--- config.mk ---
export PLATFORM = sky130hd
export DESIGN_NAME = b_bit_serial_subtractor
export DESIGN_NICKNAME = d
export VERILOG_FILES = /design/src/rtl/sub_pkg.sv /design/src/rtl/sub_slice.sv /design/src/rtl/b_bit_serial_subtractor.sv
export SDC_FILE = /design/constraint.sdc
export NUM_CORES = 1
export LEC_CHECK = 0
export CAP_MARGIN = 15
export CORE_MARGIN = 2
export CORE_UTILIZATION = 50
export CTS_CLUSTER_DIAMETER = 60
export DETAILED_ROUTE_END_ITERATION = 7
export DONT_BUFFER_PORTS = 1
export PLACE_DENSITY = 0.67
export REMOVE_ABC_BUFFERS = 1
export SLEW_MARGIN = 10
export SYNTH_ARGS = -nofsm -noshare
export SYNTH_HDL_FRONTEND = slang
export SYNTH_SLANG_ARGS = --single-unit
--- constraint.sdc ---
create_clock -name clk -period 5.4 [get_ports clk]
set_input_delay 0.54 -clock clk [delete_from_list [all_inputs] [get_ports clk]]
set_output_delay 0.54 -clock clk [all_outputs]
set_load 0.02 [all_outputs]
--- src/rtl/sub_pkg.sv ---
// Shared types and defaults for the bit-serial subtractor.
// FSM state encoding plus default operand and slice widths.
package sub_pkg;

   typedef enum logic [1:0] {
      IDLE = 2'd0,
      RUN  = 2'd1,
      DONE = 2'd2
   } state_t;

   localparam int B_DEF = 32;
   localparam int W_DEF = 8;

endpackage

--- src/rtl/sub_slice.sv ---
// W-bit subtract with borrow-in and borrow-out.
// Purely combinational; the top reuses one copy every cycle.
module sub_slice
   import sub_pkg::*;
#(
   parameter int W = W_DEF
) (
   input  logic [W-1:0] i_a,
   input  logic [W-1:0] i_b,
   input  logic         i_bin,
   output logic [W-1:0] o_d,
   output logic         o_bout
);

   logic [W:0] w_full;

   // One extra bit catches the borrow out of the slice
   assign w_full = {1'b0, i_a} - {1'b0, i_b} - {{W{1'b0}}, i_bin};
   assign o_d    = w_full[W-1:0];
   assign o_bout = w_full[W];

endmodule

--- src/rtl/b_bit_serial_subtractor.sv ---
// Bit-serial B-bit subtractor, W bits per cycle, valid/ready both sides.
// Define SUB_OVF_EN to add the signed-overflow output ovf.
module b_bit_serial_subtractor
   import sub_pkg::*;
#(
   parameter int B = B_DEF,
   parameter int W = W_DEF
) (
   input  logic         clk,
   input  logic         rst_n,
   input  logic         in_valid,
   output logic         in_ready,
   input  logic [B-1:0] a,
   input  logic [B-1:0] b,
   input  logic         bin,
   output logic         out_valid,
   input  logic         out_ready,
   output logic [B-1:0] d,
   output logic         bout,
`ifdef SUB_OVF_EN
   output logic         ovf,
`endif
   output logic         zero
);

   localparam int NS = B / W;
   localparam int KW = (NS > 1) ? $clog2(NS) : 1;
   localparam logic [KW-1:0] K_LAST = KW'(NS - 1);

   if ((W > B) || (W < 1) || ((B % W) != 0)) begin : g_bad_cfg
      $error("b_bit_serial_subtractor: need W<=B and B%%W==0");
   end

   state_t        r_state;
   logic [KW-1:0] r_k;
   logic [B-1:0]  r_a;
   logic [B-1:0]  r_b;
   logic          r_borrow;
   logic [B-1:0]  r_d;
   logic          r_bout;
   logic          r_zero;
   logic          r_out_valid;
`ifdef SUB_OVF_EN
   logic          r_ovf;
`endif

   logic [W-1:0]  w_a_sl;
   logic [W-1:0]  w_b_sl;
   logic [W-1:0]  w_diff;
   logic          w_bo;
   logic [B-1:0]  w_d_next;

   // Select the current slice and merge its difference into d
   always_comb begin
      w_a_sl   = r_a[int'(r_k)*W +: W];
      w_b_sl   = r_b[int'(r_k)*W +: W];
      w_d_next = r_d;
      w_d_next[int'(r_k)*W +: W] = w_diff;
   end

   sub_slice #(
      .W (W)
   ) u_slice (
      .i_a    (w_a_sl),
      .i_b    (w_b_sl),
      .i_bin  (r_borrow),
      .o_d    (w_diff),
      .o_bout (w_bo)
   );

   // Control FSM and datapath registers: accept, iterate slices, hold result
   always_ff @(posedge clk) begin
      if (!rst_n) begin
         r_state     <= IDLE;
         r_k         <= '0;
         r_a         <= '0;
         r_b         <= '0;
         r_borrow    <= 1'b0;
         r_d         <= '0;
         r_bout      <= 1'b0;
         r_zero      <= 1'b0;
         r_out_valid <= 1'b0;
`ifdef SUB_OVF_EN
         r_ovf       <= 1'b0;
`endif
      end else begin
         unique case (r_state)
            IDLE: begin
               if (in_valid) begin
                  r_a      <= a;
                  r_b      <= b;
                  r_borrow <= bin;
                  r_k      <= '0;
                  r_d      <= '0;
                  r_state  <= RUN;
               end
            end
            RUN: begin
               r_d      <= w_d_next;
               r_borrow <= w_bo;
               if (r_k == K_LAST) begin
                  r_state     <= DONE;
                  r_out_valid <= 1'b1;
                  r_bout      <= w_bo;
                  r_zero      <= (w_d_next == '0);
`ifdef SUB_OVF_EN
                  // sign bit of the (B+1)-bit result vs. sign bit of d
                  r_ovf <= r_a[B-1] ^ r_b[B-1] ^ w_bo ^ w_d_next[B-1];
`endif
               end else begin
                  r_k <= r_k + 1'b1;
               end
            end
            DONE: begin
               if (out_ready) begin
                  r_state     <= IDLE;
                  r_out_valid <= 1'b0;
               end
            end
            default: begin
               r_state     <= IDLE;
               r_out_valid <= 1'b0;
            end
         endcase
      end
   end

   assign in_ready  = rst_n && (r_state == IDLE);
   assign out_valid = r_out_valid;
   assign d         = r_d;
   assign bout      = r_bout;
   assign zero      = r_zero;
`ifdef SUB_OVF_EN
   assign ovf       = r_ovf;
`endif

endmodule

==> results.toml <==
[outcome]
status = "finished clean"

[clocking]
cts_tree = "built"
cts-root-buf = "clkbuf_8"
htreeDepth = 3
clkSinkCount = 104
numCtsBuffers = 9
cts_hold_buf = 0
cts_resized = 0
cts.path.max_buffers = 2
cts_setup_buffers = 0
clock_latency_ns = 0.38
path_clk_slew_ns = 0.09

[synth]
syn_inst = 586
synthesis.area_um2 = 5092
synthArstFlopShare_pct = 0
syn_area_per_cell_um2 = 8.690
synthDominantCellAreaShare_pct = 40.88
synth_top_area_cell = "dfxtp_1"
synth_common_cells = "nand2_1 (141), dfxtp_1 (104), a21boi_0 (70)"
synth_seq_area_share_pct = 40.88
synth_edf_count = 0
synthDistinctLibCells = 46
synth-seq-cells = 104
post-synth-top-count-cell = "nand2_1"
synthTopCellsByArea = "dfxtp_1 (41%), nand2_1 (10%), a21boi_0 (10%), mux4_2 (7.1%), ha_1 (4.4%)"
yosysWarnings = 0
ys.flop_type = "dfxtp_1"

[critical_path]
crit_arrival_ns = 3.90
crit_fanout = 6
reg2reg_slack_ns = 1.80
r2r_start = "r_k[0]$_SDFFE_PN0P_"
end_kind = "flip-flop"
r2r_cells = 8
criticalPathCategory = "reg2reg"
start_kind = "flip-flop"
r2r_end = "zero$_SDFFE_PN0P_"
worstPathRequired_ns = 5.70

[sta]
hold_violations = 0
final.setup.worst_slack_ns = 1.801
maxSlewViolCount = 0
fin_crit_sh_pct = 66.65
period_minus_slack_ns = 3.599
slew_headroom_pct = 49.66
setup-tns-final_ns = 0
maxClockFrequency_ghz = 0.2779
rsz0062_at_grt = "no"
fin_worst_skew_ns = 0.01229
finalSetupViolations = 0
tightest_slew_ns = 0.7497

[floorplan]
fp.dieW_um = 104.9
die_area_um2 = 11010
initial_core_util_pct = 51.86
core.rowCount = 36
fp.dieH_um = 104.9
pin_count = 105
core-area_um2 = 9819

[routing]
vias = 3855
ant_nets = 0
routedWlPerCell_um = 16.13
drc = 0
drt_iter0_markers = 182
wirelength_mm = 11.31
firstDrtPassIters = 4
vias_per_cell = 5.499

[placement]
hpwl_mm = 7.805
placed_area_um2 = 5155
gp_congestion = 0.8975
dp_slack_ns = 1.804
io_buffer_count = 0

[power_and_ir_drop]
p_per_area_nw_per_um2 = 313.6
leakage_nw = 1.905
ir_worst_vdd_mv = 0.1607

[global_route]
grt-ovfl-total = 0
grt_max_degree = 106
grt_antenna_before_repair = 0
grt_pass1_wl_mm = 19.00
first_global_vias = 3873
grtUsageTotal_pct = 21.35

[min_path]
hold_start = "b[19]"
hold_path_end = "r_b[19]$_SDFFE_PN0P_"
hp-class = "in2reg"
holdPathStages = 2

[cells_and_area]
syn_to_final_growth_pct = 5.037
drive_above_1_share_pct = 6.866
post-route-cell-area_um2 = 5349
nets = 654
antenna_cells = 0

[run]
maxCapViolCount = 0
## worst max-delay path, stage by stage, from the launching register on
cell	delay (ns)
dfxtp_1	0.53
mux4_2	0.58
fa_1	0.42
fa_1	0.62
a41oi_1	0.24
or4bb_1	0.49
nor4_1	0.25
o2111ai_1	0.17
o31ai_2	0.22
## state kept, by name, indices dropped and copies added (netlist names)
register / cells
d: 32
r_a: 32
r_b: 32
r_k: 2
r_state: 2
bout: 1
out_valid: 1
r_borrow: 1
zero: 1
## worst max path at each step
stage	from	endpoint	slack, ns	cells after the start
floorplan	r_k[0]$_SDFFE_PN0P_	zero$_SDFFE_PN0P_	1.45	8
global placement	r_k[0]$_SDFFE_PN0P_	zero$_SDFFE_PN0P_	1.84	8
detailed placement	r_k[0]$_SDFFE_PN0P_	d[30]$_SDFFE_PN0P_	1.80	12
CTS	r_k[0]$_SDFFE_PN0P_	d[30]$_SDFFE_PN0P_	1.77	12
global route	r_k[0]$_SDFFE_PN0P_	d[30]$_SDFFE_PN0P_	1.37	12
finish	r_k[0]$_SDFFE_PN0P_	zero$_SDFFE_PN0P_	1.80	8
## layout make-up
type | instances | area, um2
inverter | 23 | 86.33
clock buffer | 11 | 151.4
tap | 133 | 166.4
timing repair buffer | 4 | 30.03
sequential | 104 | 2082
clock inverter | 3 | 42.54
multi-input combinational | 423 | 2790
fill | 972 | 4471
## metal layers
metal | share of wire [%] | up-vias | routed length (um) | GRT usage (%)
li1 | - | 1948 | - | -
met5 | 0 | - | 0 | 0
met1 | 46 | 1776 | 5257 | 28.53
met2 | 46 | 122 | 5165 | 34.37
met4 | 1.2 | 0 | 131 | 6.762
met3 | 6.7 | 9 | 754 | 4.866
## placed cells by master, fill, tap and decap left out, types with 3 or more instances in the layout
master,netlist,final
nor2_1,20,19
dfxtp_1,104,104
a21oi_1,19,19
a21boi_0,70,70
buf_4,0,4
ha_1,18,18
clkbuf_8,0,11
and2_1,6,6
mux4_2,16,16
a22oi_1,25,25
inv_1,23,23
nor4_1,3,3
nor2b_1,34,34
nor3_1,5,5
o21ai_0,10,10
nand2b_1,10,10
nand3_1,9,9
nand2_1,141,141
xnor2_1,4,4
## metrics by stage
stage,instances,hold WS [ns],total power (W),util (%)
after floorplan,550,0.4402,0.001111,-
after global placement,687,0.4494,0.001198,52.50
after detailed placement,687,0.4544,0.001204,52.50
after CTS,701,0.2822,0.001685,54.47
after global routing,701,0.2889,0.001765,54.47
final,701,0.3015,0.001677,54.47
## cell families after synthesis
kind of cell / synth area share, %
compound gates: 19.66
xor+xnor: 1.032
fa+ha+maj: 5.209
buf+inv: 4.472
flops: 40.88
mux: 7.076
simple gates: 21.67
## where the power goes
part	switching, W	internal [W]
registers	0.0000294	0.000803
logic	0.000219	0.000136
clock network	0.000256	0.000234
No activity file was read; power rests on OpenSTA's default activity.
